**src/rtl/req_enc_pkg.sv**
```systemverilog
// Shared types and defaults for the request encoder: FSM state, sizing defaults
// and the one-hot helper used to turn an index back into a clear mask.
package req_enc_pkg;

   typedef enum logic {IDLE, PRESENT} state_t;

   localparam int N_DEF     = 4;
   localparam int IDX_W_DEF = 2;
   localparam int CNT_W_DEF = 8;

   // Wide result so callers of any size up to 32 lines can truncate to their own N.
   function automatic logic [31:0] onehot(input logic [4:0] idx);
      return 32'd1 << idx;
   endfunction

endpackage

```
**src/rtl/req_encoder_4x2_prio_sel.sv**
```systemverilog
// Combinational lowest-index-first finder: returns the index of the lowest set
// bit of vec and flags whether any bit is set.
module prio_sel
   import req_enc_pkg::*;
#(
   parameter int N     = N_DEF,
   parameter int IDX_W = IDX_W_DEF
) (
   input  logic [N-1:0]     vec,
   output logic [IDX_W-1:0] idx,
   output logic             any
);

   // Scan from the top down so the last hit, the lowest index, wins.
   always_comb begin
      idx = '0;
      any = 1'b0;
      for (int i = N - 1; i >= 0; i--) begin
         if (vec[i]) begin
            idx = IDX_W'(i);
            any = 1'b1;
         end
      end
   end

endmodule

```
**src/rtl/req_encoder_4x2.sv**
```systemverilog
// Captures request lines into a pending register, presents the highest-priority
// pending index on a valid/ack handshake and counts requests lost to a busy bit.
module req_encoder_4x2
   import req_enc_pkg::*;
#(
   parameter int N     = N_DEF,
   parameter int IDX_W = IDX_W_DEF,
   parameter int CNT_W = CNT_W_DEF
) (
   input  logic             clk,
   input  logic             rst_n,
   input  logic             en,
   input  logic [N-1:0]     req,
   output logic [IDX_W-1:0] out_idx,
   output logic             out_valid,
   input  logic             out_ack,
   output logic [N-1:0]     pending,
   output logic [CNT_W-1:0] drop_cnt
);

   state_t           state, state_next;
   logic [IDX_W-1:0] idx_next;
   logic [N-1:0]     cur_mask, clr_mask, rem, pending_next, drop_bits;
   logic [IDX_W-1:0] pend_idx, rem_idx;
   logic             pend_any, rem_any, accept;
   logic [CNT_W:0]   drop_num, drop_sum;
   logic [CNT_W-1:0] drop_next;

   assign out_valid = (state == PRESENT);
   assign accept    = out_valid && out_ack;
   assign cur_mask  = N'(onehot(5'(out_idx)));
   assign clr_mask  = accept ? cur_mask : '0;
   assign rem       = pending & ~cur_mask;

   prio_sel #(.N(N), .IDX_W(IDX_W)) u_prio_pend (
      .vec (pending),
      .idx (pend_idx),
      .any (pend_any)
   );

   prio_sel #(.N(N), .IDX_W(IDX_W)) u_prio_rem (
      .vec (rem),
      .idx (rem_idx),
      .any (rem_any)
   );

   // A request on a bit being acked this cycle re-arms it rather than counting as a drop.
   always_comb begin
      pending_next = pending & ~clr_mask;
      drop_bits    = '0;
      drop_num     = '0;
      if (en) begin
         pending_next = pending_next | req;
         drop_bits    = req & pending & ~clr_mask;
      end
      for (int i = 0; i < N; i++) begin
         drop_num = drop_num + (CNT_W + 1)'(drop_bits[i]);
      end
      drop_sum  = {1'b0, drop_cnt} + drop_num;
      drop_next = drop_sum[CNT_W] ? '1 : drop_sum[CNT_W-1:0];
   end

   always_comb begin
      state_next = state;
      idx_next   = out_idx;
      case (state)
         IDLE: begin
            if (en && pend_any) begin
               state_next = PRESENT;
               idx_next   = pend_idx;
            end
         end
         PRESENT: begin
            if (out_ack) begin
               if (rem_any && en) begin
                  idx_next = rem_idx;
               end else begin
                  state_next = IDLE;
               end
            end
         end
         default: state_next = IDLE;
      endcase
   end

   always_ff @(posedge clk or negedge rst_n) begin
      if (!rst_n) begin
         state    <= IDLE;
         out_idx  <= '0;
         pending  <= '0;
         drop_cnt <= '0;
      end else begin
         state    <= state_next;
         out_idx  <= idx_next;
         pending  <= pending_next;
         drop_cnt <= drop_next;
      end
   end

endmodule

```
**config.mk**
```make
export PLATFORM = sky130hd
export DESIGN_NAME = req_encoder_4x2
export DESIGN_NICKNAME = d
export VERILOG_FILES = /design/src/rtl/req_enc_pkg.sv /design/src/rtl/req_encoder_4x2_prio_sel.sv /design/src/rtl/req_encoder_4x2.sv
export SDC_FILE = /design/constraint.sdc
export NUM_CORES = 1
export LEC_CHECK = 0
export CAP_MARGIN = 20
export CORE_MARGIN = 3
export CORE_UTILIZATION = 51
export DETAILED_ROUTE_END_ITERATION = 10
export PLACE_DENSITY = 0.9
export SLEW_MARGIN = 25
export SYNTH_ARGS = -nofsm -noshare
export SYNTH_HDL_FRONTEND = slang
export SYNTH_HIERARCHICAL = 1
export SYNTH_SLANG_ARGS = --single-unit
```
**constraint.sdc**
```tcl
create_clock -name clk -period 6.3 [get_ports clk]
set_input_delay 1.26 -clock clk [delete_from_list [all_inputs] [get_ports clk]]
set_output_delay 1.26 -clock clk [all_outputs]
set_load 0.02 [all_outputs]
```
; ---- Word level (Yosys, flattened, before mapping)
; Index checks and enable logic that the tools add are counted.
[word_totals]
in_bits = 8
ff_bits = 15
elab_cells = 52
[op_classes]
eq_ne = 3
add_sub_neg = 4
reduce_logical = 4
n_shift = 1
n_bitwise = 8
n_mux = 28
[ops]
columns = operator, count
row1 = 2-bit two-way mux, 11
row2 = 4-bit AND, 4
row3 = 4-bit two-way mux, 3
row4 = 1-bit two-way mux, 11
row5 = 8-bit by 4-bit adder with 9-bit output, 1
row6 = 8-bit two-way mux, 1
row7 = 4-bit inverter, 2
row8 = 3-bit by 1-bit adder with 4-bit output, 1
row9 = 2-bit != test (second input constant), 2
row10 = 4-bit OR, 1
row11 = 2-bit case mux with 2 select lines, 1
row12 = 1-bit by 2-bit << shifter with 4-bit output (first input constant), 1
row13 = 2-bit by 1-bit adder with 3-bit output, 1
row14 = 1-bit logical AND, 3
row15 = 3-bit AND reduction, 1
row16 = 1-bit by 1-bit adder with 2-bit output, 1
row17 = 2-bit by 1-bit != test with 1-bit output (second input constant), 1
row18 = 1-bit case mux with 2 select lines, 1
row19 = 1-bit inverter, 1

; ---- Logic depth before layout (Yosys ltp)
; Gate-level depths: netlist (run 1).
[logic_depth]
ltp_word = 11
depth_mapped = 10
depth_no_buf = 10

; ---- Modules after synthesis
; The synthesis (run 1) kept the hierarchy.
[by_module_without_submodules]
columns = module, cells_per_inst, instances, area_per_inst_um2
row1 = req_encoder_4x2, 84, 1, 828.3
row2 = prio_sel, 7, 2, 35.0

; ---- Worst setup path before layout (run 1)
; No wires, ideal clock.
[synth_path]
path_type = input-to-reg
from = in out_ack
to = reg drop_cnt[6]
slack_ps = 2532
cell_stages = 10
setup_time_ps = 151
arrival_time_ps = 3617
path_cell_list = nand2_1 > o21ai_0 > or2_2 > fa_1 > inv_1 > fa_1 > fa_1 > and3_1 > a31oi_1 > a41oi_1
[synth_between]
elab_chain_cells = 10
[synth_lines]
columns = item, line_no
row1 = from (decl), req_encoder_4x2.sv:16  ; input logic out_ack,
row2 = 1-bit logical AND (*), req_encoder_4x2.sv:30  ; assign accept = out_valid && out_ack;
row3 = 4-bit two-way mux (*), req_encoder_4x2.sv:32  ; assign clr_mask = accept ? cur_mask : '0;
row4 = 4-bit inverter (*), req_encoder_4x2.sv:54  ; drop_bits = req & pending & ~clr_mask;
row5 = 4-bit AND (*), req_encoder_4x2.sv:54
row6 = 4-bit two-way mux (*), req_encoder_4x2.sv:52  ; if (en) begin
row7 = 1-bit by 1-bit adder with 2-bit output, req_encoder_4x2.sv:57  ; drop_num = drop_num + (CNT_W + 1)'(drop_bits[i]);
row8 = 2-bit by 1-bit adder with 3-bit output, req_encoder_4x2.sv:57
row9 = 3-bit by 1-bit adder with 4-bit output (*), req_encoder_4x2.sv:57
row10 = 8-bit by 4-bit adder with 9-bit output (*), req_encoder_4x2.sv:59  ; drop_sum = {1'b0, drop_cnt} + drop_num;
row11 = 8-bit two-way mux (*), req_encoder_4x2.sv:60  ; drop_next = drop_sum[CNT_W] ? '1 : drop_sum[CNT_W-1:0];
row12 = net drop_next[6], req_encoder_4x2.sv:27  ; logic [CNT_W-1:0] drop_next;
row13 = to (signal assigned), req_encoder_4x2.sv:96  ; drop_cnt <= drop_next;
row14 = to (decl), req_encoder_4x2.sv:18  ; output logic [CNT_W-1:0] drop_cnt
; Mark *: on every way through the listed nets, which the timed path passes. The rest lies on a longest branch.
; A chain may end at the register's enable or synchronous reset.

; ---- Worst setup path in the final report (run 1)
; Same ends and word-level chain as after synthesis.

==> run metrics, run 1 <==
GRT Total Usage=0.1860; Slew Viols, Final=0; post-placement cell area=0.001139 sq mm; Clk pin slew, worst setup/hold paths=0.09 ns; via count=781; Max Cap Viol=0; I/O pin cnt=23; Lkg Pwr=0.5027 nW; PostCTS Resize Cnt=0; Sink Count=15; Final WS setup=2.237 ns; Final HPWL DP=1.476 mm; normalized max-slew margin=0.5611; RSZ-0062 raised after global routing=no; width of the chip=47.97 microns; row cnt=14; Max clock buf depth=2; DRT Wirelength=1.839 mm; critical path arrival=4.22 ns; initial antenna violation count=0; first-pass GRT wire length=2.911 mm; CTS tree=yes; sequential-to-total area share from yosys stat=0.4178; Final Setup Violations=0; worst-path fanout max=4; Mapped Cells=98; peak supply drop=0.3071 mV; dpl cells=136; diode count=0; Post-route DRC=0; Non-Filler Instances=140; number of synthesized register bits=15; Worst-Skew Late Latency=0.28 ns; Pre-antenna DRT Iters=4; worst setup path category=input pin to flip-flop; Die ar.=0.002301 sq mm; cell area after layout=0.001166 sq mm; CTS Buf Count=3; fin crit share=0.6449; Area Overhead vs Synth=29.81%; Hold WC Path Type=flip-flop to flip-flop; via/cell ratio=5.579; outcome=completed; Hold Buf Count CTS=0; setup_tns=0 ns; 1st-iter DRT viols=17; CP Capture Type=flip-flop; worst-margin pin slew=0.6563 ns; fin crit period=4.063 ns; gp weighted congestion=0.8013; power per cell area=478.2 mW/mm^2; Hold Fails Final Rpt=0; GRT overflow=0; CP required=6.46 ns; Die H=47.97 microns; DR WL/cell=13.14 microns; share of layout cells above drive strength 1=0.09677; core area=0.001577 sq mm; Synthesis Warnings=6; Final #Nets=137; CP startpoint kind=input pin; Power, Total=0.5576 mW; cell area after synthesis=898.4 sq um; pin count of the biggest net entering global routing=16; vias in the first global route=707; Peak Freq=246.1 MHz; Port Buffers=22; postcts setup bufs=0; Net Count, Synth=110; Mapped Avg Cell Area=9.167 sq um; remaining antenna violation count=0; post-synth cell types=28; effective utilization at floorplan=0.5698; pre-CTS setup slack=1.935 ns; CTS Root Cell=clkbuf_4; CTS H-Tree Depth=1; clock skew=0.003035 ns
==> metal layers <==
| metal | vias to the layer above | share of wire | track usage |
|---|---|---|---|
| met5 | - | 0 | 0 |
| met4 | 0 | 0.013 | 0.08065 |
| met3 | 4 | 0.052 | 0.04135 |
| met2 | 26 | 0.51 | 0.3219 |
| met1 | 361 | 0.42 | 0.2186 |
| li1 | 390 | - | - |
==> worst paths after layout <==
kind | startpoint | endpoint | slack, ns | cells past startpoint
min in group asynchronous | rst_n | out_valid | 1.37 | 1
worst max register to register | out_valid | drop_cnt[6] | 3.18 | 10
worst max-delay path | out_ack | drop_cnt[6] | 2.24 | 11
worst min-delay path | drop_cnt[3] | drop_cnt[3] | 0.59 | 1
max in group asynchronous | rst_n | drop_cnt[2] | 4.51 | 1
worst min register to register | drop_cnt[3] | drop_cnt[3] | 0.59 | 1
==> sequential cells by signal, indices dropped and copies added (netlist names) <==
| name | cells |
|---|---|
| pending | 4 |
| drop_cnt | 8 |
| out_valid | 1 |
| out_idx | 2 |
==> layout make-up <==
type | instances | area [sq um]
well taps | 16 | 20.02
repair buffers | 22 | 220.2
fillers | 118 | 410.4
inverters | 7 | 26.28
flip-flops and latches | 15 | 375.4
clock inverters | 1 | 5.005
clock buffers | 3 | 22.52
multi-input cells | 76 | 496.7
==> through the flow <==
| stage | util | hold slack [ns] |
|---|---|---|
| 6_report | 0.7397 | 0.5875 |
| 5_1_grt | 0.7397 | 0.6275 |
| 4_1_cts | 0.7397 | 0.5901 |
| 3_5_place_dp | 0.7222 | 0.5638 |
| 3_3_place_gp | 0.7222 | 0.5653 |
| 2_1_floorplan | - | 0.6630 |
==> cell usage in the layout (no fill, tap or decap), types with 3 or more instances in the layout <==
master	synthesis	final
clkdlybuf4s50_1	0	22
or2_2	3	3
nand2_1	14	14
nand2b_1	6	6
nor3_1	3	3
mux2_2	3	3
nor2_1	6	6
and2_1	5	5
fa_1	3	3
clkbuf_4	0	3
o21a_1	3	3
o21ai_0	7	7
nand3_1	4	4
dfrtp_1	15	15
inv_1	7	7
==> kinds of logic after synthesis <==
| logic type | count (synthesis) | share of synthesized area |
|---|---|---|
| flip-flops | 15 | 0.4178 |
| adder cells (fa/ha/maj) | 4 | 0.08078 |
| AO/OA/AOI/OAI | 19 | 0.1379 |
| AND/OR/NAND/NOR | 47 | 0.2618 |
| XOR/XNOR | 1 | 0.009751 |
| buffers and inverters | 7 | 0.02925 |
| multiplexers | 5 | 0.06267 |
==> synthesized netlist by cell type <==
cell,number,share of area
a21o_1,1,0.0084
a21oi_1,1,0.0056
a21oi_2,2,0.020
a31oi_1,1,0.0070
a41oi_1,1,0.0098
and2_1,5,0.035
and3_1,2,0.014
dfrtp_1,15,0.42
fa_1,3,0.067
ha_1,1,0.014
inv_1,7,0.029
mux2_1,2,0.025
mux2_2,3,0.038
nand2_1,14,0.058
nand2b_1,6,0.042
nand3_1,4,0.022
nand4_1,1,0.0070
nor2_1,6,0.025
nor2b_1,2,0.014
nor3_1,3,0.017
o2111ai_1,1,0.0098
o21a_1,3,0.025
o21ai_0,7,0.039
o21ai_1,1,0.0056
o31ai_1,1,0.0084
or2_2,3,0.021
or3_1,1,0.0070
xnor2_1,1,0.0098
==> critical path: stages <==
cell,delay [ns]
clkdlybuf4s50_1,0.45
nand2_1,0.14
o21ai_0,0.12
or2_2,0.32
fa_1,0.49
inv_1,0.06
fa_1,0.47
fa_1,0.45
and3_1,0.25
a31oi_1,0.17
a41oi_1,0.06
==> power breakdown <==
group / leakage (nW) / internal [mW] / switching, mW
sequential: 0.173 / 0.136 / 0.0566
combinational: 0.312 / 0.159 / 0.152
clock: 0.0177 / 0.0236 / 0.0306
(Power assumes the default switching activity.)
==> inputs of run 2 (changes only) <==
CORE_UTILIZATION = 47   (was 51)
PLACE_DENSITY = 0.84   (was 0.9)
clock period = 4.2 ns   (was 6.3 ns; I/O delays follow)
==> run 2 against run 1 <==
  * Critical path depth did not move
  * Die area is 7.4% higher
  * Wire length fell by 3.3%
  * Cell area up 0.86%
  * Register-to-register slack lost 2.1 ns
  * Non-clock buffer count is the same
  * Critical endpoint unchanged
  * Largest cell class unchanged
==> run metrics, run 2 (synthesis results as in run 1) <==
Final WS setup=0.5691 ns (-1.668 ns); Largest Register=drop_cnt; I/O pin cnt=23 (unchanged); via/cell ratio=5.188 (-7.0%); pre-CTS setup slack=0.2696 ns (-1.665 ns); peak supply drop=0.3907 mV (+27%); Slew Viols, Final=0 (unchanged); pin count of the biggest net entering global routing=16 (unchanged); area occupied by multi-input gates=496.7 sq um (unchanged); Final Setup Violations=0 (unchanged); GR Util met3=0.03927 (-0.002078); Clk pin slew, worst setup/hold paths=0.09 ns (about the same); fin crit share=0.8645; worst-path fanout max=4 (unchanged); initial antenna violation count=0 (unchanged); Sink Count=15 (unchanged); width of the chip=49.72 microns (+3.6%); via count=773 (-1.0%); Post-route DRC=0 (unchanged); Worst-Skew Late Latency=0.28 ns (about the same); remaining antenna violation count=0 (unchanged); Area Overhead vs Synth=30.92%; effective utilization at floorplan=0.5092 (-0.06062); share of layout cells above drive strength 1=0.08871 (-0.008065); CP startpoint kind=input pin; top flop regs=drop_cnt x8, pending x4, out_idx x2; CTS tree=yes; postcts setup bufs=0 (unchanged); Critical Path, Cell by Cell=clkdlybuf4s50_1 -> nand2_1 -> o21ai_0 -> or2_2 -> fa_1 -> inv_1 -> fa_1 -> fa_1 -> and3_1 -> a31oi_1 -> a41oi_1; FILL cells=153 (+30%); core area=0.001764 sq mm (+12%); number of flip-flops under the largest register name=8 (unchanged); most common cell after layout, fill and taps aside=clkdlybuf4s50_1; Max Cap Viol=0 (unchanged); Crit path largest cell delay=0.48 ns (about the same); CTS Buf Count=3 (unchanged); diode count=0 (unchanged); dpl cells=145 (+6.6%); Final #Nets=137 (unchanged); Final HPWL DP=1.434 mm (-2.8%); setup_tns=0 ns (unchanged); CTS Root Cell=clkbuf_4; Non-Filler Instances=149 (+6.4%); met1 capacity usage during global routing=0.1973 (-0.02131); first-pass GRT wire length=3.201 mm (+10%); most frequent CP cell=fa_1; row cnt=15 (+1); worst-margin pin slew=0.6692 ns (+0.01294 ns); Pre-antenna DRT Iters=4 (unchanged); Peak Freq=275.4 MHz; PostCTS Resize Cnt=0 (unchanged); worst setup path category=input pin to flip-flop; clock skew=0.004429 ns (+0.001394 ns); outcome=completed; RSZ-0062 raised after global routing=no; normalized max-slew margin=0.5525 (-0.008656); Hold WC Path Type=flip-flop to flip-flop; DRT Wirelength=1.778 mm (-3.3%); vias in the first global route=777 (+9.9%); GRT Total Usage=0.1685 (-0.01753); Lkg Pwr=0.4999 nW (-0.54%); gp weighted congestion=0.8343 (+4.1%); Hold Fails Final Rpt=0 (unchanged); fin crit period=3.631 ns; Die ar.=0.002472 sq mm (+7.4%); CP required=4.34 ns (-2.12 ns); Slowest-stage cell, CP=fa_1; power per cell area=709.0 mW/mm^2 (+48%); Max clock buf depth=2 (unchanged); 1st-iter DRT viols=11 (-6); DR WL/cell=11.93 microns (-9.2%); Top Usage Layer GRT=met2; CP Capture Type=flip-flop; critical path arrival=3.78 ns (-0.44 ns); Die H=49.72 microns (+3.6%); Hold Buf Count CTS=0 (unchanged); M2 GR Usage=0.2930 (-0.02895); Port Buffers=22 (unchanged); most frequent cells in the layout=clkdlybuf4s50_1 (22), dfrtp_1 (15), nand2_1 (14), o21ai_0 (7), inv_1 (7); register area=375.4 sq um (unchanged); final core occ=0.6667 (-0.07302); CTS H-Tree Depth=1 (unchanged); GRT overflow=0 (unchanged)
run 2: changes by cell type in the layout (fill, tap and decap cells not counted):
cell,previous run,this run
clkbuf_1,0,1
clkinv_2,1,0
run 2: report_power, final:
group          switching (mW)  total [mW]  internal, mW
Sequential             0.0834       0.288         0.204
Clock                  0.0431      0.0799        0.0368
Combinational           0.230       0.466         0.237
Total                   0.356       0.834         0.478
run 2: per-layer routing:
| layer | part of all wire | up-vias |
|---|---|---|
| met2 | 0.50 | 20 |
| met5 | 0 | - |
| met1 | 0.46 | 363 |
| met3 | 0.040 | 2 |
| li1 | - | 388 |
| met4 | 0.0056 | 0 |
run 2: area by class of cell:
type | instances | share of cell area
Inverter | 7 | 0.02234
Tap cell | 25 | 0.02660
Clock buffer | 4 | 0.02234
Sequential cell | 15 | 0.3191
Timing Repair Buffer | 22 | 0.1872
Multi-Input combinational cell | 76 | 0.4223
run 2: critical path: cells and delay by family:
| family | cells | cell delay [ns] |
|---|---|---|
| AOI/OAI and AO/OA | 3 | 0.35 |
| adders and majority gates | 3 | 1.38 |
| buffers and inverters | 2 | 0.48 |
| and+or+nand+nor | 3 | 0.69 |
run 2: worst paths after layout:
check	startpoint	endpoint	slack (ns)	depth (start not counted)
max in group asynchronous	rst_n	pending[3]	2.81	1
setup / recovery	out_ack	drop_cnt[6]	0.57	11
setup reg to reg	out_valid	drop_cnt[6]	1.10	10
min in group asynchronous	rst_n	drop_cnt[7]	0.96	1
hold reg to reg	drop_cnt[7]	drop_cnt[7]	0.59	1
hold / removal	drop_cnt[7]	drop_cnt[7]	0.59	1
run 2: metrics by stage:
stage	hold slack (ns)	cell area (sq um)	total power, mW
final	0.5900	1176	0.8339
after global routing	0.6406	1176	0.9139
after CTS	0.5956	1176	0.8441
after detailed placement	0.5713	1150	0.7573
after global placement	0.5700	1150	0.7480
after floorplan	0.5444	898.4	0.5718
==> inputs of run 3 (changes only) <==
SYNTH_HIERARCHICAL = not set   (was 1)
==> run 3 against run 2 <==
  * Clock-buffer cell count is the same
  * Largest power group unchanged
  * Non-clock buffer count is the same
  * Sequential power grew 2%
  * Setup slack lost 0.13 ns
  * Largest cell class unchanged
  * Sequential cell count is the same
==> run metrics, run 3 <==
core area=0.001764 sq mm (unchanged); Hold WC Path Type=flip-flop to flip-flop; Max Cap Viol=0 (unchanged); CP startpoint kind=input pin; Mapped Avg Cell Area=9.517 sq um (+3.8%); top cells by count, synth=dfrtp_1 (15), nand2_1 (15); initial antenna violation count=0 (unchanged); diode count=0 (unchanged); Final HPWL DP=1.477 mm (+3.0%); most common cell after layout, fill and taps aside=clkdlybuf4s50_1; crit-path leading delay family=adder cells; Final #Nets=130 (-5.1%); EDFF count, synth=0 (unchanged); hold slack=0.5921 ns (+0.002127 ns); number of synthesized register bits=15 (unchanged); setup_tns=0 ns (unchanged); fin crit share=0.8951 (+0.03061); Reg-to-Reg End=drop_cnt[3]; R2R cell count=10 (unchanged); Area Overhead vs Synth=28.81%; R2R Setup Slk=0.98 ns (-0.12 ns); Hold Fails Final Rpt=0 (unchanged); normalized max-slew margin=0.5568 (+0.004331); Lkg Pwr=0.5115 nW (+2.3%); effective utilization at floorplan=0.5071 (-0.002128); ys flop type=dfrtp_1; asr flop ratio synth=1.000 (unchanged); Sink Count=15 (unchanged); Net Count, Synth=106 (-3.6%); Slew Viols, Final=0 (unchanged); I/O pin cnt=23 (unchanged); Die H=49.63 microns (-0.18%); Die ar.=0.002463 sq mm (-0.36%); top flop regs=drop_cnt x8, pending x4, out_idx x2; Sw Pwr=0.3358 mW (-5.7%); clock network power share=0.106 (+0.010); fin crit period=3.759 ns (+0.1286 ns); post-synth cell types=32 (+14%); DR WL/cell=13.43 microns (+13%); Reg-to-Reg Start=out_idx[1]; Synthesis Warnings=0 (-6); cell area after synthesis=894.6 sq um (-0.42%); Hold Path Depth=1 (unchanged); Power, Total=0.7737 mW (-7.2%); Largest Register=drop_cnt; Final Setup Violations=0 (unchanged); cell area after layout=0.001152 sq mm (-2.0%); gp weighted congestion=0.8632 (+3.5%); CTS H-Tree Depth=1 (unchanged); 1st-iter DRT viols=9 (-2); CTS tree=yes; post-placement cell area=0.001126 sq mm (-2.1%); CP Capture Type=flip-flop; Crit path largest cell delay=0.61 ns (+0.13 ns); Pre-antenna DRT Iters=4 (unchanged); worst hold path endpoint=drop_cnt[6]; vias in the first global route=763 (-1.8%); Post-route DRC=0 (unchanged); Clk pin slew, worst setup/hold paths=0.09 ns (about the same); Gate power share=0.514 (-0.045); pin count of the biggest net entering global routing=16 (unchanged); GRT overflow=0 (unchanged); min-delay src=drop_cnt[5]; area leader, netlist=dfrtp_1; worst-margin pin slew=0.6627 ns (-0.006476 ns); CTS Root Cell=clkbuf_4; first-pass GRT wire length=3.180 mm (-0.66%); sequential-to-total area share from yosys stat=0.4196 (+0.001753); postcts setup bufs=0 (unchanged); remaining antenna violation count=0 (unchanged); Port Buffers=22 (unchanged); critical path buffer and inverter count=2 (unchanged); Slowest-stage cell, CP=clkdlybuf4s50_1; critical path arrival=3.92 ns (+0.14 ns); Final WS setup=0.4406 ns (-0.1286 ns); DRT Wirelength=1.907 mm (+7.3%); Max clock buf depth=2 (unchanged); outcome=completed; peak supply drop=0.3733 mV (-4.5%); internal power=0.4379 mW (-8.3%); share of layout cells above drive strength 1=0.07692 (-0.01179); RSZ-0062 raised after global routing=no; row cnt=15 (unchanged); Net Sw Frac=0.4340 (+0.006991); Critical Path, Cell by Cell=clkdlybuf4s50_1 -> nand2_1 -> or2_2 -> fa_1 -> inv_1 -> fa_1 -> fa_1 -> and4_1 -> nand4_1 -> o21ai_0; via count=764 (-1.2%); Hold Buf Count CTS=0 (unchanged); most frequent CP cell=fa_1; Worst-Skew Late Latency=0.28 ns (about the same); most frequent cells in the layout=clkdlybuf4s50_1 (22), nand2_1 (15), dfrtp_1 (15); FILL cells=157 (+2.6%); via/cell ratio=5.380 (+3.7%); worst-path fanout max=8 (+4); CTS Buf Count=3 (unchanged); Mapped Cells=94 (-4.1%); CP required=4.36 ns (+0.02 ns); Peak Freq=266.0 MHz (-3.4%); GRT Total Usage=0.1662 (-0.002243); pre-CTS setup slack=0.1216 ns (-0.1480 ns); PostCTS Resize Cnt=0 (unchanged); Synth top area share=0.4196 (+0.001753); number of flip-flops under the largest register name=8 (unchanged); power per cell area=671.4 mW/mm^2 (-5.3%); clock skew=0.003568 ns (-0.0008611 ns); worst setup path category=input pin to flip-flop; Synth area leaders=dfrtp_1 (42%), fa_1 (6.7%), nand2_1 (6.3%); width of the chip=49.63 microns (-0.18%); Reg power frac=0.380 (+0.035)
run 3: cell types whose count changed after synthesis, sizes merged, moves of 3 or more:
cell	change
a31oi	+5
mux2	-5
and2	-4
mux2i	+3
nand3	-3
o21a	-3
run 3: kinds of logic (layout without fill, tap and decap cells):
kind of cell / count (synthesis) / after routing / synth area share
AND/OR/NAND/NOR: 41 / 41 / 0.2601
AO/OA/AOI/OAI: 20 / 20 / 0.1385
flip-flops: 15 / 15 / 0.4196
buffers and inverters: 9 / 32 / 0.04754
adder cells (fa/ha/maj): 4 / 4 / 0.08112
multiplexers: 3 / 3 / 0.03357
XOR/XNOR: 2 / 2 / 0.01958
run 3: worst max path at each step:
stage	end	from	depth (start not counted)	slack (ns)
final	drop_cnt[3]	en	10	0.44
after CTS	drop_cnt[3]	en	10	0.43
after detailed placement	drop_cnt[4]	en	10	0.12
after floorplan	drop_cnt[3]	en	10	0.72
after global routing	drop_cnt[3]	out_ack	11	0.30
after global placement	drop_cnt[3]	en	10	0.19
run 3: worst register-to-register path: stages, from the launching register on:
cell and delay [ns]:
dfrtp_1 0.50, nand3_1 0.13, o21ai_0 0.11, or2_2 0.33, fa_1 0.48, inv_1 0.05, fa_1 0.46, fa_1 0.44
and4_1 0.27, nand4_1 0.20, o21ai_0 0.13
run 3: cell type report:
cell class                      instances  area (sq um)  area share
Multi-Input combinational cell         70         476.7      0.4137
Timing Repair Buffer                   22         220.2      0.1911
Tap cell                               25         31.28     0.02714
Inverter                                6         22.52     0.01954
Clock buffer                            4         26.28     0.02280
Sequential cell                        15         375.4      0.3257
run 3: metal layers:
metal	routed length (microns)	share of wire	track usage
met3	76	0.040	0.02115
met5	0	0	0
met1	827	0.43	0.1946
met2	978	0.51	0.3018
met4	25	0.013	0.06912
run 3: stage by stage:
step,instances,util
after floorplan,94,-
after global placement,138,0.6383
after detailed placement,138,0.6383
after CTS,142,0.6532
after global routing,142,0.6532
final,142,0.6532
run 3: power groups by stage:
| stage | registers (mW) | clock network (mW) | logic (mW) |
|---|---|---|---|
| global route | 0.304 | 0.0917 | 0.433 |
| CTS | 0.292 | 0.0851 | 0.403 |
| finish | 0.294 | 0.0818 | 0.398 |
| detailed placement | 0.293 | 0 | 0.398 |
| global placement | 0.290 | 0 | 0.392 |
| floorplan | 0.334 | 0 | 0.192 |
